File: src/rtl/pipe_hazard_ctrl.sv
// Purpose : IF/ID stall/flush controller. A per-register write scoreboard drives RAW stalls; Flush_Req clears IF/ID for a fixed number of cycles.
// Latency : Stall/Bubble/IF_ID_Clear are combinational in the current cycle; Busy_Mask and Stall_Count are registered (visible after the edge).
// Backpres: Stall holds PC and IF/ID and injects a bubble into ID/EX; a flush overrides a stall and never stalls itself.
//
// Ports:
//   Clk, Reset_n                       rising-edge clock, asynchronous active-low reset
//   ID_Valid, ID_Instruction_Code      instruction in IF/ID ([7:6] opcode, [5:3] rd, [2:0] rs)
//   ID_RegWrite, ID_ALUSrc             rd is written / rs is replaced by an immediate
//   Flush_Req                          single-cycle flush request
//   Stall, IF_ID_Enable                hold PC and IF/ID (IF_ID_Enable = ~Stall)
//   IF_ID_Clear, Bubble                zero IF/ID / zero ID/EX controls at the next edge
//   Busy_Mask                          one bit per register with a pending write
//   Stall_Count                        saturating count of stalled cycles
module pipe_hazard_ctrl #(
    parameter int NUM_REGS   = 8,
    parameter int WB_LATENCY = 2,
    parameter int FLUSH_CYC  = 1,
    parameter int CNT_W      = 8
) (
    input  logic                Clk,
    input  logic                Reset_n,
    input  logic                ID_Valid,
    input  logic [7:0]          ID_Instruction_Code,
    input  logic                ID_RegWrite,
    input  logic                ID_ALUSrc,
    input  logic                Flush_Req,
    output logic                Stall,
    output logic                IF_ID_Enable,
    output logic                IF_ID_Clear,
    output logic                Bubble,
    output logic [NUM_REGS-1:0] Busy_Mask,
    output logic [CNT_W-1:0]    Stall_Count
);

    // Scoreboard counters only need to hold WB_LATENCY (at most 3).
    localparam logic [1:0] WB_LOAD    = 2'(WB_LATENCY);
    localparam logic [2:0] FLUSH_LOAD = 3'(FLUSH_CYC);

    typedef enum logic [1:0] {
        ST_RUN   = 2'd0,
        ST_STALL = 2'd1,
        ST_FLUSH = 2'd2
    } state_t;

    state_t              r_state;
    state_t              w_state_nxt;
    logic [2:0]          r_flush_cnt;
    logic [2:0]          w_flush_cnt_nxt;
    logic [1:0]          r_sb_cnt [NUM_REGS];
    logic [CNT_W-1:0]    r_stall_cnt;

    // ------------------------------------------------------------------
    // Instruction decode and operand-use qualification
    // ------------------------------------------------------------------
    logic [1:0]          w_opc;
    logic [2:0]          w_rd;
    logic [2:0]          w_rs;
    logic                w_rs_read;
    logic                w_rd_read;
    logic                w_rs_busy;
    logic                w_rd_busy;
    logic                w_hazard;

    assign w_opc     = ID_Instruction_Code[7:6];
    assign w_rd      = ID_Instruction_Code[5:3];
    assign w_rs      = ID_Instruction_Code[2:0];

    // An immediate replaces rs; the two-operand ALU op (01) also reads rd.
    assign w_rs_read = ~ID_ALUSrc;
    assign w_rd_read = (w_opc == 2'b01);

    assign w_rs_busy = (r_sb_cnt[w_rs] != 2'd0);
    assign w_rd_busy = (r_sb_cnt[w_rd] != 2'd0);

    assign w_hazard  = ID_Valid & ((w_rs_read & w_rs_busy) | (w_rd_read & w_rd_busy));

    // ------------------------------------------------------------------
    // Control FSM: next state and outputs
    // ------------------------------------------------------------------
    logic                w_stall;
    logic                w_clear;
    logic                w_bubble;
    logic                w_issue;

    always_comb begin
        w_state_nxt     = r_state;
        w_flush_cnt_nxt = r_flush_cnt;
        w_stall         = 1'b0;
        w_clear         = 1'b0;
        w_bubble        = 1'b0;
        w_issue         = 1'b0;

        if (Flush_Req) begin
            // Flush beats everything, including a hazard in this same cycle,
            // and restarts the count if a flush is already running.
            w_state_nxt     = ST_FLUSH;
            w_flush_cnt_nxt = FLUSH_LOAD;
            w_clear         = 1'b1;
            w_bubble        = 1'b1;
        end else begin
            case (r_state)
                ST_RUN, ST_STALL: begin
                    // RUN and STALL share outputs; the state only records
                    // that the held instruction has been waiting.
                    w_stall     = w_hazard;
                    w_bubble    = w_hazard;
                    w_issue     = ID_Valid & ~w_hazard;
                    w_state_nxt = w_hazard ? ST_STALL : ST_RUN;
                end
                ST_FLUSH: begin
                    w_clear  = 1'b1;
                    w_bubble = 1'b1;
                    if (r_flush_cnt <= 3'd1) begin
                        w_state_nxt     = ST_RUN;
                        w_flush_cnt_nxt = 3'd0;
                    end else begin
                        w_flush_cnt_nxt = r_flush_cnt - 3'd1;
                    end
                end
                default: begin
                    w_state_nxt     = ST_RUN;
                    w_flush_cnt_nxt = 3'd0;
                end
            endcase
        end
    end

    always_ff @(posedge Clk or negedge Reset_n) begin
        if (!Reset_n) begin
            r_state     <= ST_RUN;
            r_flush_cnt <= 3'd0;
        end else begin
            r_state     <= w_state_nxt;
            r_flush_cnt <= w_flush_cnt_nxt;
        end
    end

    // ------------------------------------------------------------------
    // Write scoreboard: load on issue, otherwise count down to zero.
    // A flush does not touch it, so older writes still retire on time.
    // ------------------------------------------------------------------
    logic [NUM_REGS-1:0] w_load;

    assign w_load = (w_issue & ID_RegWrite) ? (NUM_REGS'(1) << w_rd) : '0;

    always_ff @(posedge Clk or negedge Reset_n) begin
        if (!Reset_n) begin
            for (int i = 0; i < NUM_REGS; i++) begin
                r_sb_cnt[i] <= 2'd0;
            end
        end else begin
            for (int i = 0; i < NUM_REGS; i++) begin
                if (w_load[i]) begin
                    r_sb_cnt[i] <= WB_LOAD;
                end else if (r_sb_cnt[i] != 2'd0) begin
                    r_sb_cnt[i] <= r_sb_cnt[i] - 2'd1;
                end
            end
        end
    end

    always_comb begin
        Busy_Mask = '0;
        for (int i = 0; i < NUM_REGS; i++) begin
            Busy_Mask[i] = (r_sb_cnt[i] != 2'd0);
        end
    end

    // ------------------------------------------------------------------
    // Stall performance counter, sticks at all-ones
    // ------------------------------------------------------------------
    always_ff @(posedge Clk or negedge Reset_n) begin
        if (!Reset_n) begin
            r_stall_cnt <= '0;
        end else if (w_stall && (r_stall_cnt != {CNT_W{1'b1}})) begin
            r_stall_cnt <= r_stall_cnt + CNT_W'(1);
        end
    end

    assign Stall        = w_stall;
    assign IF_ID_Enable = ~w_stall;
    assign IF_ID_Clear  = w_clear;
    assign Bubble       = w_bubble;
    assign Stall_Count  = r_stall_cnt;

endmodule

File: config.mk
export PLATFORM = sky130hd
export DESIGN_NAME = pipe_hazard_ctrl
export DESIGN_NICKNAME = d
export VERILOG_FILES = /design/src/rtl/pipe_hazard_ctrl.sv
export SDC_FILE = /design/constraint.sdc
export NUM_CORES = 1
export LEC_CHECK = 0
export CORE_AREA = 4 4 71 73
export CTS_CLUSTER_DIAMETER = 100
export DETAILED_ROUTE_END_ITERATION = 10
export DIE_AREA = 0 0 75 77
export PLACE_DENSITY_LB_ADDON = 0.05
export SLEW_MARGIN = 20
export SYNTH_ARGS = -nofsm -noshare
export SYNTH_HDL_FRONTEND = slang
export SYNTH_SLANG_ARGS = --single-unit
export TNS_END_PERCENT = 100
File: constraint.sdc
create_clock -name Clk -period 8.1 [get_ports Clk]
set_input_delay 2.025 -clock Clk [delete_from_list [all_inputs] [get_ports Clk]]
set_output_delay 2.025 -clock Clk [all_outputs]
set_load 0.005 [all_outputs]
## Yosys cells after proc, flatten, opt, wreduce, memory -nomap -nowiden

Index checks and enable logic that the tools add are counted.

- Register bits: 29
- Bits in latches: 0
- Memory bits (writable): 0
- Bits in read-only memories: 0
- Input port bits: 14
- Output and inout port bits: 20
- Word-level logic and storage cells: 101
- Memories kept: 0

- $add $sub $neg: 10
- Multiply operators: 0
- Div/mod/pow operators: 0
- Order comparisons: 3
- Equal/unequal tests: 6
- Shift-type cells: 1
- Muxes and demuxes: 38
- Bitwise logic cells: 11
- Reductions and logical operators: 21

Operators with widths:

| cell | number |
|---|---|
| 2-bit 2-to-1 mux | 22 |
| 2-bit nonzero test | 18 |
| 2-bit by 1-bit subtractor with 2-bit output, second input constant | 8 |
| 2-bit binary-select mux with 3-bit select | 2 |
| 8-bit by 1-bit adder with 8-bit output, second input constant | 1 |
| 4-bit >= comparator, second input constant | 2 |
| 1-bit 2-to-1 mux | 8 |
| 8-bit 2-to-1 mux | 1 |
| 8-bit != test, second input constant | 1 |
| 3-bit NOT with 4-bit output | 2 |
| 1-bit by 3-bit left shift with 8-bit output, first input constant | 1 |
| 3-bit 2-to-1 mux | 2 |
| 3-bit one-hot mux with 2 select lines | 1 |
| 1-bit AND | 5 |
| 2-bit by 1-bit == test with 1-bit output, second input constant | 2 |
| 2-bit one-hot mux with 2 select lines | 1 |
| 3-bit by 1-bit <= comparator with 1-bit output, second input constant | 1 |
| 3-bit != test, second input constant | 1 |
| 1-bit NOT | 3 |
| 3-bit by 1-bit subtractor with 3-bit output, second input constant | 1 |
| 2-bit == test, second input constant | 1 |
| 2-bit zero test | 1 |
| 2-bit != test, second input constant | 1 |
| 1-bit one-hot mux with 2 select lines | 1 |
| other kinds (3) | 3 |

## Depth between registers and ports, before layout

- Depth in word-level cells: 15
- Mapped depth: 9

## Least setup slack after synthesis

Ideal clock, no wire load.

- Path kind: in2out
- Start point: input port ID_Instruction_Code[0]
- End point: output port IF_ID_Enable
- Arrival: 3.491 ns
- Required time: 6.075 ns
- Slack: 2.584 ns
- Stages on the path: 6
- Buffers on the path: 1
- Cells stage by stage: mux4_2 -> and2_1 -> o32a_1 -> buf_6 -> nor3_1 -> inv_2

- Word-level cells in the longest chain between the ends: 11

Ends and longest elaborated chain:

| what | line | text |
|---|---|---|
| start, declared | 23 | `input logic [7:0] ID_Instruction_Code,` |
| 3-bit NOT with 4-bit output (implied by the code) | 72 | `assign w_rs_busy = (r_sb_cnt[w_rs] != 2'd0);` |
| 2-bit binary-select mux with 3-bit select | 72 |  |
| 2-bit 2-to-1 mux (implied by the code) (2 in a row) | 72 |  |
| 2-bit nonzero test | 72 |  |
| 1-bit AND | 75 | `assign w_hazard = ID_Valid & ((w_rs_read & w_rs_busy) \| (w_rd_read & w_rd_busy));` |
| 1-bit OR | 75 |  |
| 1-bit AND | 75 |  |
| 1-bit 2-to-1 mux | 101 | `case (r_state)` |
| 1-bit 2-to-1 mux | 93 | `if (Flush_Req) begin` |
| via Stall | 27 | `output logic Stall,` |
| 1-bit NOT | 181 | `assign IF_ID_Enable = ~w_stall;` |
| end, declared | 28 | `output logic IF_ID_Enable,` |

The timed path passes the listed nets, and every way through them passes these cells. The select of a mux whose other input is x is not followed.

## Final worst setup path

- Start point: input port ID_Instruction_Code[0]
- End point: output port Stall

- Word-level cells in the longest chain between the ends: 10

Ends and longest elaborated chain:

| what | line |
|---|---|
| 3-bit NOT with 4-bit output (implied by the code) | 72 |
| 2-bit binary-select mux with 3-bit select | 72 |
| 2-bit 2-to-1 mux (implied by the code) (2 in a row) | 72 |
| 2-bit nonzero test | 72 |
| 1-bit AND | 75 |
| 1-bit OR | 75 |
| 1-bit AND | 75 |
| 1-bit 2-to-1 mux | 101 |
| 1-bit 2-to-1 mux | 93 |
| end, declared | 27 |

No other way between the ends. The select of a mux whose other input is x is not followed.

==> results.cfg <==
[synthesis]
ys_types = 36
synth_area_per_cell_um2 = 9.13
synth.top_cells.by_area = dfrtp_1, ha_1, xor2_1
ys_ff_latch = 29
yosys_warnings = 0
post-synth-top-area-cell = dfrtp_1
area_share_of_the_leading_cell_type_in_the_synthesized_netlist_pct = 41.8
mappedNetlistNets = 215
synth_area_um2 = 1740
yosysSeqAreaShare_pct = 41.8
post_synth_inst_count = 190

[clock_tree]
cts_max_path_buffers = 2
cts.repair_timing.setup_buffer_count = 0
clk_root_buffer_cell = clkbuf_8
cts.clk_slew.worst_paths_ps = 60
hold_buffer_count_at_cts = 0
cts-buffers-inserted = 5
number_of_gates_resized_after_cts = 0
cts_htree_levels = 2
worst_skew_pair.late_latency_ps = 270
cts_sinks = 29
tritoncts = built

[sta]
max_freq_mhz = 149
finalClockSkew_ps = 4.30
endpoints_failing_setup = 0
finalCritPeriodShare_pct = 83.0
period_needed_ps = 6720
tightestPinTransition_ps = 578
drv_slew = 0
finalWorstSetupSlack_ps = 1380
unrepaired_setup_endpoints_after_global_routing = no
totalNegativeSetupSlack_ps = 0
slew_headroom_pct = 61.2
final_number_of_hold_violating_endpoints = 0

[routing]
dr.pass1.iters = 4
drt_wl_total_um = 3620
vias = 1405
detail_route.iter0.violations = 49
route.antenna.remaining_nets = 0
via_per_inst = 5.05
route.detailed.drc = 0
wire_per_inst_um = 13.0

[power_and_ir_drop]
leakage_power_nw = 1.05
p_per_area_nw_per_um2 = 319
vdd_drop_max_v = 0.000110
finalPower_mw = 0.702

[die]
initial_core_util_pct = 39.9
num_io_pins = 34
fp-row-count = 24
die_width_um = 75
die_footprint_um2 = 5780
core_um2 = 4350
chipHeight_um = 77

[place]
placed_wire_length_estimate_um = 2730
dpl.cell_count = 271
place_congestion = 0.799
post_place_setup_slack_ps = 1380
buffer_ports.inserted = 33

[worst_setup_path]
worst_setup_path_end_kind = primary output
cp_max_fo = 12
path_class = in2out
r2r-start = r_sb_cnt[8]$_DFFE_PN0P_
setup.reg_to_reg.worst_slack_ps = 5640
timing.critical_path.arrival_ps = 4700
reg2regPathDepth = 6
reg_to_reg_critical_path_endpoint = r_sb_cnt[1]$_DFFE_PN0P_
timing.critical_path.required_ps = 6080
critical_path.startpoint_type = input pin

[final_layout]
final.fill_count = 401
area_delta_synth_final_pct = 26.6
multi_input_comb_area_um2 = 873
num-nets-final = 251
stdcell_count = 278
sequential_cell_area_um2 = 726
final_layout_size_suffix_gt1_share_pct = 6.19
finish.utilization_pct = 50.5
diodes = 0

[global_routing]
globalRoute.totalOverflow = 0
grt_antenna_before_repair = 0
first_global_vias = 1451
grt_max_degree = 30
first_pass_grt_wire_length_um = 6240
gr_util_all_layers_pct = 13.8

[min_path]
min_from = Stall_Count[4]$_DFFE_PN0P_
worstHoldPathType = reg2reg
worst_hold_path.num_cells = 1
whs_endpoint = Stall_Count[4]$_DFFE_PN0P_

[flow_run]
drv.max_cap_violation_count = 0

[outcome]
status = finished, final reports clean
-- where the power goes --
group | total, mW | internal, mW | leakage [nW] | switching, mW
Clock | 0.117 | 0.0672 | 0.0443 | 0.0502
Sequential | 0.247 | 0.201 | 0.353 | 0.0462
Combinational | 0.337 | 0.182 | 0.654 | 0.155
-- worst max path at each step --
| stage | from | end | slack [ps] | cells past startpoint |
|---|---|---|---|---|
| final | ID_Instruction_Code[0] | Stall | 1380 | 6 |
| after CTS | ID_Instruction_Code[0] | Stall | 1360 | 6 |
| after global placement | ID_Instruction_Code[0] | Stall | 1410 | 6 |
| after global routing | ID_Instruction_Code[0] | Stall | 1210 | 6 |
| after detailed placement | ID_Instruction_Code[0] | Stall | 1380 | 6 |
| after floorplan | ID_Instruction_Code[0] | IF_ID_Enable | 2580 | 6 |
-- critical path, stage by stage --
cell,delay [ps]
clkdlybuf4s50_1,570
mux4_2,510
and2_1,170
o32a_1,510
nor3_1,350
clkdlybuf4s50_1,560
-- cell usage in the layout (no fill, tap or decap), types with 2 or more instances in the layout --
cell             Yosys  routed
mux2i_1              3       3
nor4_2               2       2
a211oi_1             5       5
o21ai_0              4       4
nor3_1              11      11
xor2_1              14      14
a21oi_1             14      14
dfrtp_1             29      29
clkdlybuf4s50_1      0      33
nand2b_1             5       5
ha_1                11      11
nand2_1             10      10
a221o_1              2       2
nand3_1              2       2
clkbuf_8             0       6
nor2_1              22      22
and2_1               2       2
inv_1               28      28
a21o_1               5       5
-- layer usage --
metal	wire [µm]	track usage [%]	up-vias
li1	-	-	704
met1	1640	17.7	657
met2	1690	22.0	36
met3	221	2.75	8
met4	65	5.87	0
met5	0	0	-
-- area by class of cell --
| cell class | count | share of cell area (%) |
|---|---|---|
| Timing Repair Buffer | 34 | 15.4 |
| Tap cell | 52 | 2.96 |
| Inverter | 29 | 4.95 |
| Sequential cell | 29 | 33.0 |
| Multi-Input combinational cell | 127 | 39.7 |
| Clock buffer | 7 | 3.93 |
-- per-stage QoR --
stage	hold WS, ps	instance area [µm²]
after global placement	489	2110
after detailed placement	486	2110
after global routing	518	2200
after floorplan	480	1740
after CTS	504	2200
final	498	2200
-- flip-flops by register name, summed over array words and instances (netlist names) --
name and cells:
r_sb_cnt 16, r_flush_cnt 3, Stall_Count 8, r_state 2
-- synthesized netlist by cell type (all sizes together) --
| master | instances |
|---|---|
| dfrtp | 29 |
| inv | 29 |
| nor2 | 22 |
| a21oi | 14 |
| xor2 | 14 |
| ha | 11 |
| nor3 | 11 |
| nand2 | 10 |
| a211oi | 5 |
| a21o | 5 |
| nand2b | 5 |
| o21ai | 5 |
| clkbuf | 3 |
| mux2i | 3 |
| a221o | 2 |
| and2 | 2 |
| buf | 2 |
| mux2 | 2 |
| nand3 | 2 |
| nor4 | 2 |
| a211o | 1 |
| mux4 | 1 |
| nand3b | 1 |
| nor2b | 1 |
| nor3b | 1 |
| nor4b | 1 |
| o21bai | 1 |
| o221ai | 1 |
| o31ai | 1 |
| o32a | 1 |
| or2 | 1 |
| xnor2 | 1 |
-- kinds of logic (layout without fill, tap and decap cells) --
family | Yosys count | in the layout | share of synthesized area, %
adder cells (fa/ha/maj) | 11 | 11 | 7.93
buffers and inverters | 34 | 70 | 7.86
AND/OR/NAND/NOR | 59 | 59 | 17.1
flip-flops | 29 | 29 | 41.8
multiplexers | 6 | 6 | 4.33
AO/OA/AOI/OAI | 36 | 36 | 13.4
XOR/XNOR | 15 | 15 | 7.57
Power figures use the tool's default switching activity.
